$ cat config.mk
export PLATFORM = sky130hd
export DESIGN_NAME = alu_rr_arbiter
export DESIGN_NICKNAME = d
export VERILOG_FILES = /design/src/rtl/alu_rr_arbiter.sv
export SDC_FILE = /design/constraint.sdc
export NUM_CORES = 1
export LEC_CHECK = 0
export BUFFER_PORTS_ARGS = -buffer_cell sky130_fd_sc_hd__buf_2
export CORE_MARGIN = 1.5
export CORE_UTILIZATION = 50
export CTS_CLUSTER_SIZE = 24
export DETAILED_ROUTE_END_ITERATION = 6
export GPL_ROUTABILITY_DRIVEN = 1
export PLACE_DENSITY = 0.88
export SLEW_MARGIN = 20
export SYNTH_ARGS = -nofsm -noshare
export SYNTH_HDL_FRONTEND = slang
export SYNTH_SLANG_ARGS = --single-unit
$ cat constraint.sdc
create_clock -name clk -period 11.1 [get_ports clk]
set_clock_uncertainty 0.2 [all_clocks]
set_input_delay 2.22 -clock clk [delete_from_list [all_inputs] [get_ports clk]]
set_output_delay 2.22 -clock clk [all_outputs]
set_load 0.02 [all_outputs]
$ cat src/rtl/alu_rr_arbiter.sv
// Round-robin arbiter sharing one 8-bit ALU between NREQ requesters.
// Single registered result slot, tagged with the winning requester id.
module alu_rr_arbiter #(
  parameter int NREQ = 4,
  parameter int IDW  = 2
) (
  input  logic              clk,
  input  logic              rst_n,
  input  logic [NREQ-1:0]   req_valid,
  input  logic [3*NREQ-1:0] req_opc,
  input  logic [8*NREQ-1:0] req_a,
  input  logic [8*NREQ-1:0] req_b,
  output logic [NREQ-1:0]   req_ready,
  output logic              res_valid,
  input  logic              res_ready,
  output logic [7:0]        res_data,
  output logic [IDW-1:0]    res_id,
  output logic              res_zero
);

  typedef enum logic {EMPTY, FULL} state_t;

  state_t         state_q, state_d;
  logic [7:0]     data_q, data_d;
  logic [IDW-1:0] id_q, id_d;
  logic           zero_q, zero_d;
  logic [IDW-1:0] ptr_q, ptr_d;

  logic [NREQ-1:0] gnt;
  logic [IDW-1:0]  gid;
  logic            found;
  logic            slot_free;
  logic            accept;
  logic [2:0]      opc;
  logic [7:0]      a, b;
  logic [7:0]      alu;

  assign slot_free = (state_q == EMPTY) | res_ready;

  // Rotating priority search: ptr..NREQ-1 first, then 0..ptr-1.
  always_comb begin
    gnt   = '0;
    gid   = '0;
    found = 1'b0;
    for (int i = 0; i < NREQ; i++) begin
      if (!found && i >= int'(ptr_q) && req_valid[i]) begin
        found  = 1'b1;
        gnt[i] = 1'b1;
        gid    = IDW'(i);
      end
    end
    for (int i = 0; i < NREQ; i++) begin
      if (!found && i < int'(ptr_q) && req_valid[i]) begin
        found  = 1'b1;
        gnt[i] = 1'b1;
        gid    = IDW'(i);
      end
    end
  end

  assign req_ready = (slot_free && rst_n) ? gnt : '0;
  assign accept    = |req_ready;

  // Operand mux driven by the one-hot grant.
  always_comb begin
    opc = '0;
    a   = '0;
    b   = '0;
    for (int i = 0; i < NREQ; i++) begin
      if (gnt[i]) begin
        opc = req_opc[3*i +: 3];
        a   = req_a[8*i +: 8];
        b   = req_b[8*i +: 8];
      end
    end
  end

  // ALU: low two opcode bits pick the op, bit 2 inverts.
  always_comb begin
    alu = '0;
    unique case (opc[1:0])
      2'd0: alu = a + b;
      2'd1: alu = a - b;
      2'd2: alu = a & b;
      2'd3: alu = a | b;
      default: alu = '0;
    endcase
    if (opc[2]) alu = ~alu;
  end

  // Slot FSM and result/pointer next-state.
  always_comb begin
    state_d = state_q;
    data_d  = data_q;
    id_d    = id_q;
    zero_d  = zero_q;
    ptr_d   = ptr_q;
    unique case (state_q)
      EMPTY: if (accept) state_d = FULL;
      FULL: begin
        if (accept)         state_d = FULL;
        else if (res_ready) state_d = EMPTY;
      end
      default: state_d = EMPTY;
    endcase
    if (accept) begin
      data_d = alu;
      id_d   = gid;
      zero_d = (alu == 8'h00);
      if (int'(gid) == NREQ - 1) ptr_d = '0;
      else                       ptr_d = gid + 1'b1;
    end
  end

  // State and result registers.
  always_ff @(posedge clk or negedge rst_n) begin
    if (!rst_n) begin
      state_q <= EMPTY;
      data_q  <= '0;
      id_q    <= '0;
      zero_q  <= 1'b0;
      ptr_q   <= '0;
    end else begin
      state_q <= state_d;
      data_q  <= data_d;
      id_q    <= id_d;
      zero_q  <= zero_d;
      ptr_q   <= ptr_d;
    end
  end

  assign res_valid = (state_q == FULL);
  assign res_data  = data_q;
  assign res_id    = id_q;
  assign res_zero  = zero_q;

endmodule

==> impl_metrics.json <==
{
  "clock_sinks": 14,
  "fmax_ghz": 0.1372,
  "dr.pass1.iters": 4,
  "placementRows": 22,
  "synthCells": 245,
  "die_area_um2": 4183,
  "grt_setup_unrepaired": "false",
  "tns_ns": 0,
  "synth_warnings": 0,
  "worst_skew_pair.late_latency_ns": 0.25,
  "hpwl_um": 4744,
  "required_ns": 11.03,
  "grt_pass1_vias": 2169,
  "crit_buf_inv": 1,
  "rrSetupSlack_ns": 5.52,
  "drc_errors": 0,
  "p_per_area_nw_per_um2": 367.8,
  "syn_to_final_growth_pct": 29.21,
  "critical_path_class": "primary input to flip-flop",
  "die_w_um": 64.68,
  "fillers": 311,
  "worst_pin_slew_ns": 0.7866,
  "synth_ff_type": "dfrtp_1",
  "finalMaxSlewViolations": 0,
  "yosysTopAreaCell": "dfrtp_1",
  "r2r-start": "ptr_q[1]$_DFFE_PN0P_",
  "nNetsFinal": 429,
  "ys_types": 58,
  "grt_usage_pct": 28.45,
  "wl_per_cell_um": 15.30,
  "cts_resized": 0,
  "hold_class": "flip-flop to flip-flop",
  "async_reset_ff_share_pct": 100.0,
  "n_antenna_cell": 0,
  "path_cells": "buf_2, nor2b_1, o311ai_4, and2_1, a222oi_1, a21oi_2, nor2_1, o21ai_0, ha_1, nor2b_1, o21a_1, o21ai_0, a21oi_1, o21a_1, o21a_1, a2111oi_0, a211oi_1, xnor2_1, mux2_1",
  "yosys-top-cells-count": "nor2_1 (20), nand2_1 (19), o21ai_0 (19)",
  "crit_start": "req_valid[0]",
  "overflow": 0,
  "slowest_delay_ns": 0.60,
  "synthMostInstantiatedCell": "nor2_1",
  "cp_num_cells": 19,
  "gp_congestion": 0.9001,
  "ff2ff_path_depth": 18,
  "endpoint_kind": "flip-flop",
  "relSlewSlack_pct": 47.37,
  "drt_wl_total_um": 5846,
  "drtIter0Drc": 162,
  "cts_setup_buffers": 0,
  "fp.dieH_um": 64.68,
  "final_antenna_net_count": 0,
  "io_buffers": 98,
  "path_max_fanout": 15,
  "peakVddDrop_mv": 0.2374,
  "cts_hold_buf": 0,
  "hold_violations": 0,
  "synthesis.nets": 339,
  "synth_area_per_cell_um2": 7.763,
  "netlist_area_um2": 1902,
  "period_share_pct": 65.67,
  "vias": 2282,
  "start_util_pct": 51.95,
  "synth_area_leaders": "dfrtp_1 (18%), xnor2_1 (7.4%), ha_1 (6.6%)",
  "grt_pass1_wl_um": 9494,
  "ys_seq_area_share_pct": 18.42,
  "critical_path.top_delay_family": "compound AO/OA/AOI/OAI gates",
  "grt_max_degree": 24,
  "synth_enable_flop_cells": 0,
  "fin_crit_ns": 7.290,
  "antenna_found_initial": 0,
  "arrival_ns": 7.22,
  "viasPerCell": 5.974,
  "worstSetupEndpoint": "res_data[7]$_DFFE_PN0P_",
  "crit_path_frequent_cell": "o21a_1",
  "numCtsBuffers": 3,
  "yosysTopAreaCellShare_pct": 18.42,
  "crit_slowest_cell": "and2_1",
  "worst_setup_hold_path_clk_slew_ns": 0.05,
  "coreArea_um2": 3661,
  "p_total_w": 0.0009039,
  "cp-start-kind": "primary input",
  "p_leak_nw": 1.154,
  "setup_viol": 0,
  "maxCapViolations": 0,
  "ys_ff_latch": 14,
  "status": "finished, final reports clean",
  "cts_root_buf": "clkbuf_8",
  "h-tree-depth": 1,
  "drive_gt1_share_pct": 34.43,
  "cts_tree": "built",
  "boundaryPins": 99,
  "clock_path_buffers": 2,
  "r2r_end": "res_data[7]$_DFFE_PN0P_"
}
-- cells by family (layout without fill, tap and decap cells) --
family / after synthesis / after routing / share of synthesized area [%]
AO/OA/AOI/OAI: 90 / 90 / 35.13
XOR/XNOR: 18 / 18 / 8.289
adder cells (fa/ha/maj): 15 / 15 / 9.737
buffers and inverters: 24 / 113 / 5.789
flip-flops: 14 / 14 / 18.42
multiplexers: 4 / 4 / 2.171
AND/OR/NAND/NOR: 80 / 80 / 20.46
-- tightest hold or removal path, cell delays in order (launching register included) --
cell	delay (ns)
dfrtp_1	0.33
nand2_1	0.05
o21ai_0	0.06
-- cells in the final DEF (no fill, tap or decap), types with 3 or more instances in the layout --
master     n
nor2b_1    4
clkbuf_8   4
nor3_1    10
maj3_1     4
nand2b_1   5
and2_1     5
a32oi_1    7
a21o_1     3
nor2_1    20
nand3_1    7
a221oi_1   6
xnor2_1   16
mux2i_1    3
a31oi_1    7
o21ai_0   19
nand2_1   19
a222oi_1   4
ha_1      10
o21a_1     4
a21oi_1   15
dfrtp_1   14
buf_2     98
inv_1      9
-- flip-flops by register name (all words and copies together) (netlist names) --
name,count
ptr_q,2
res_id,2
res_zero,1
res_data,8
res_valid,1
-- layer usage --
layer  up-vias  wire length [um]  GRT usage [%]
li1       1104                 -              -
met1      1033              2328          33.26
met2       124              2849          51.17
met3        21               468          4.167
met4         0               199          12.77
met5         -                 0              0
-- final cells by class --
type,count,area (um^2),share of cell area (%)
Clock buffer,4,55.05,2.240
Inverter,9,33.78,1.375
Sequential cell,14,350.3,14.26
Timing Repair Buffer,100,505.5,20.57
Tap cell,48,60.06,2.444
Multi-Input combinational cell,207,1453,59.11
-- power by group --
| group | leakage (nW) | total (W) | switching (W) | internal (W) |
|---|---|---|---|---|
| clock | 0.0288 | 0.0000497 | 0.0000182 | 0.0000314 |
| combinational | 0.953 | 0.000759 | 0.000430 | 0.000329 |
| sequential | 0.172 | 0.0000952 | 0.0000187 | 0.0000764 |
| total | 1.15 | 0.000904 | 0.000467 | 0.000437 |
-- worst min path at each step --
stage / startpoint / cells after the start / end / slack, ns
6_report: res_data[6]$_DFFE_PN0P_ / 2 / res_data[6]$_DFFE_PN0P_ / 0.28
5_1_grt: res_data[6]$_DFFE_PN0P_ / 2 / res_data[6]$_DFFE_PN0P_ / 0.30
4_1_cts: res_data[6]$_DFFE_PN0P_ / 2 / res_data[6]$_DFFE_PN0P_ / 0.28
3_5_place_dp: res_data[6]$_DFFE_PN0P_ / 2 / res_data[6]$_DFFE_PN0P_ / 0.26
3_3_place_gp: res_data[6]$_DFFE_PN0P_ / 2 / res_data[6]$_DFFE_PN0P_ / 0.26
2_1_floorplan: ptr_q[1]$_DFFE_PN0P_ / 3 / ptr_q[1]$_DFFE_PN0P_ / 0.38
-- through the flow --
step | area [um^2] | worst slack (ns) | hold WS [ns] | util, % | cells
after floorplan | 1902 | 4.530 | 0.3794 | - | 245
after global placement | 2399 | 3.454 | 0.2591 | 65.52 | 378
after detailed placement | 2399 | 3.262 | 0.2644 | 65.52 | 378
after CTS | 2454 | 3.525 | 0.2772 | 67.02 | 382
after global routing | 2457 | 3.325 | 0.3010 | 67.12 | 382
final | 2457 | 3.810 | 0.2766 | 67.12 | 382
Note: power is estimated with default switching activity, not from simulation.
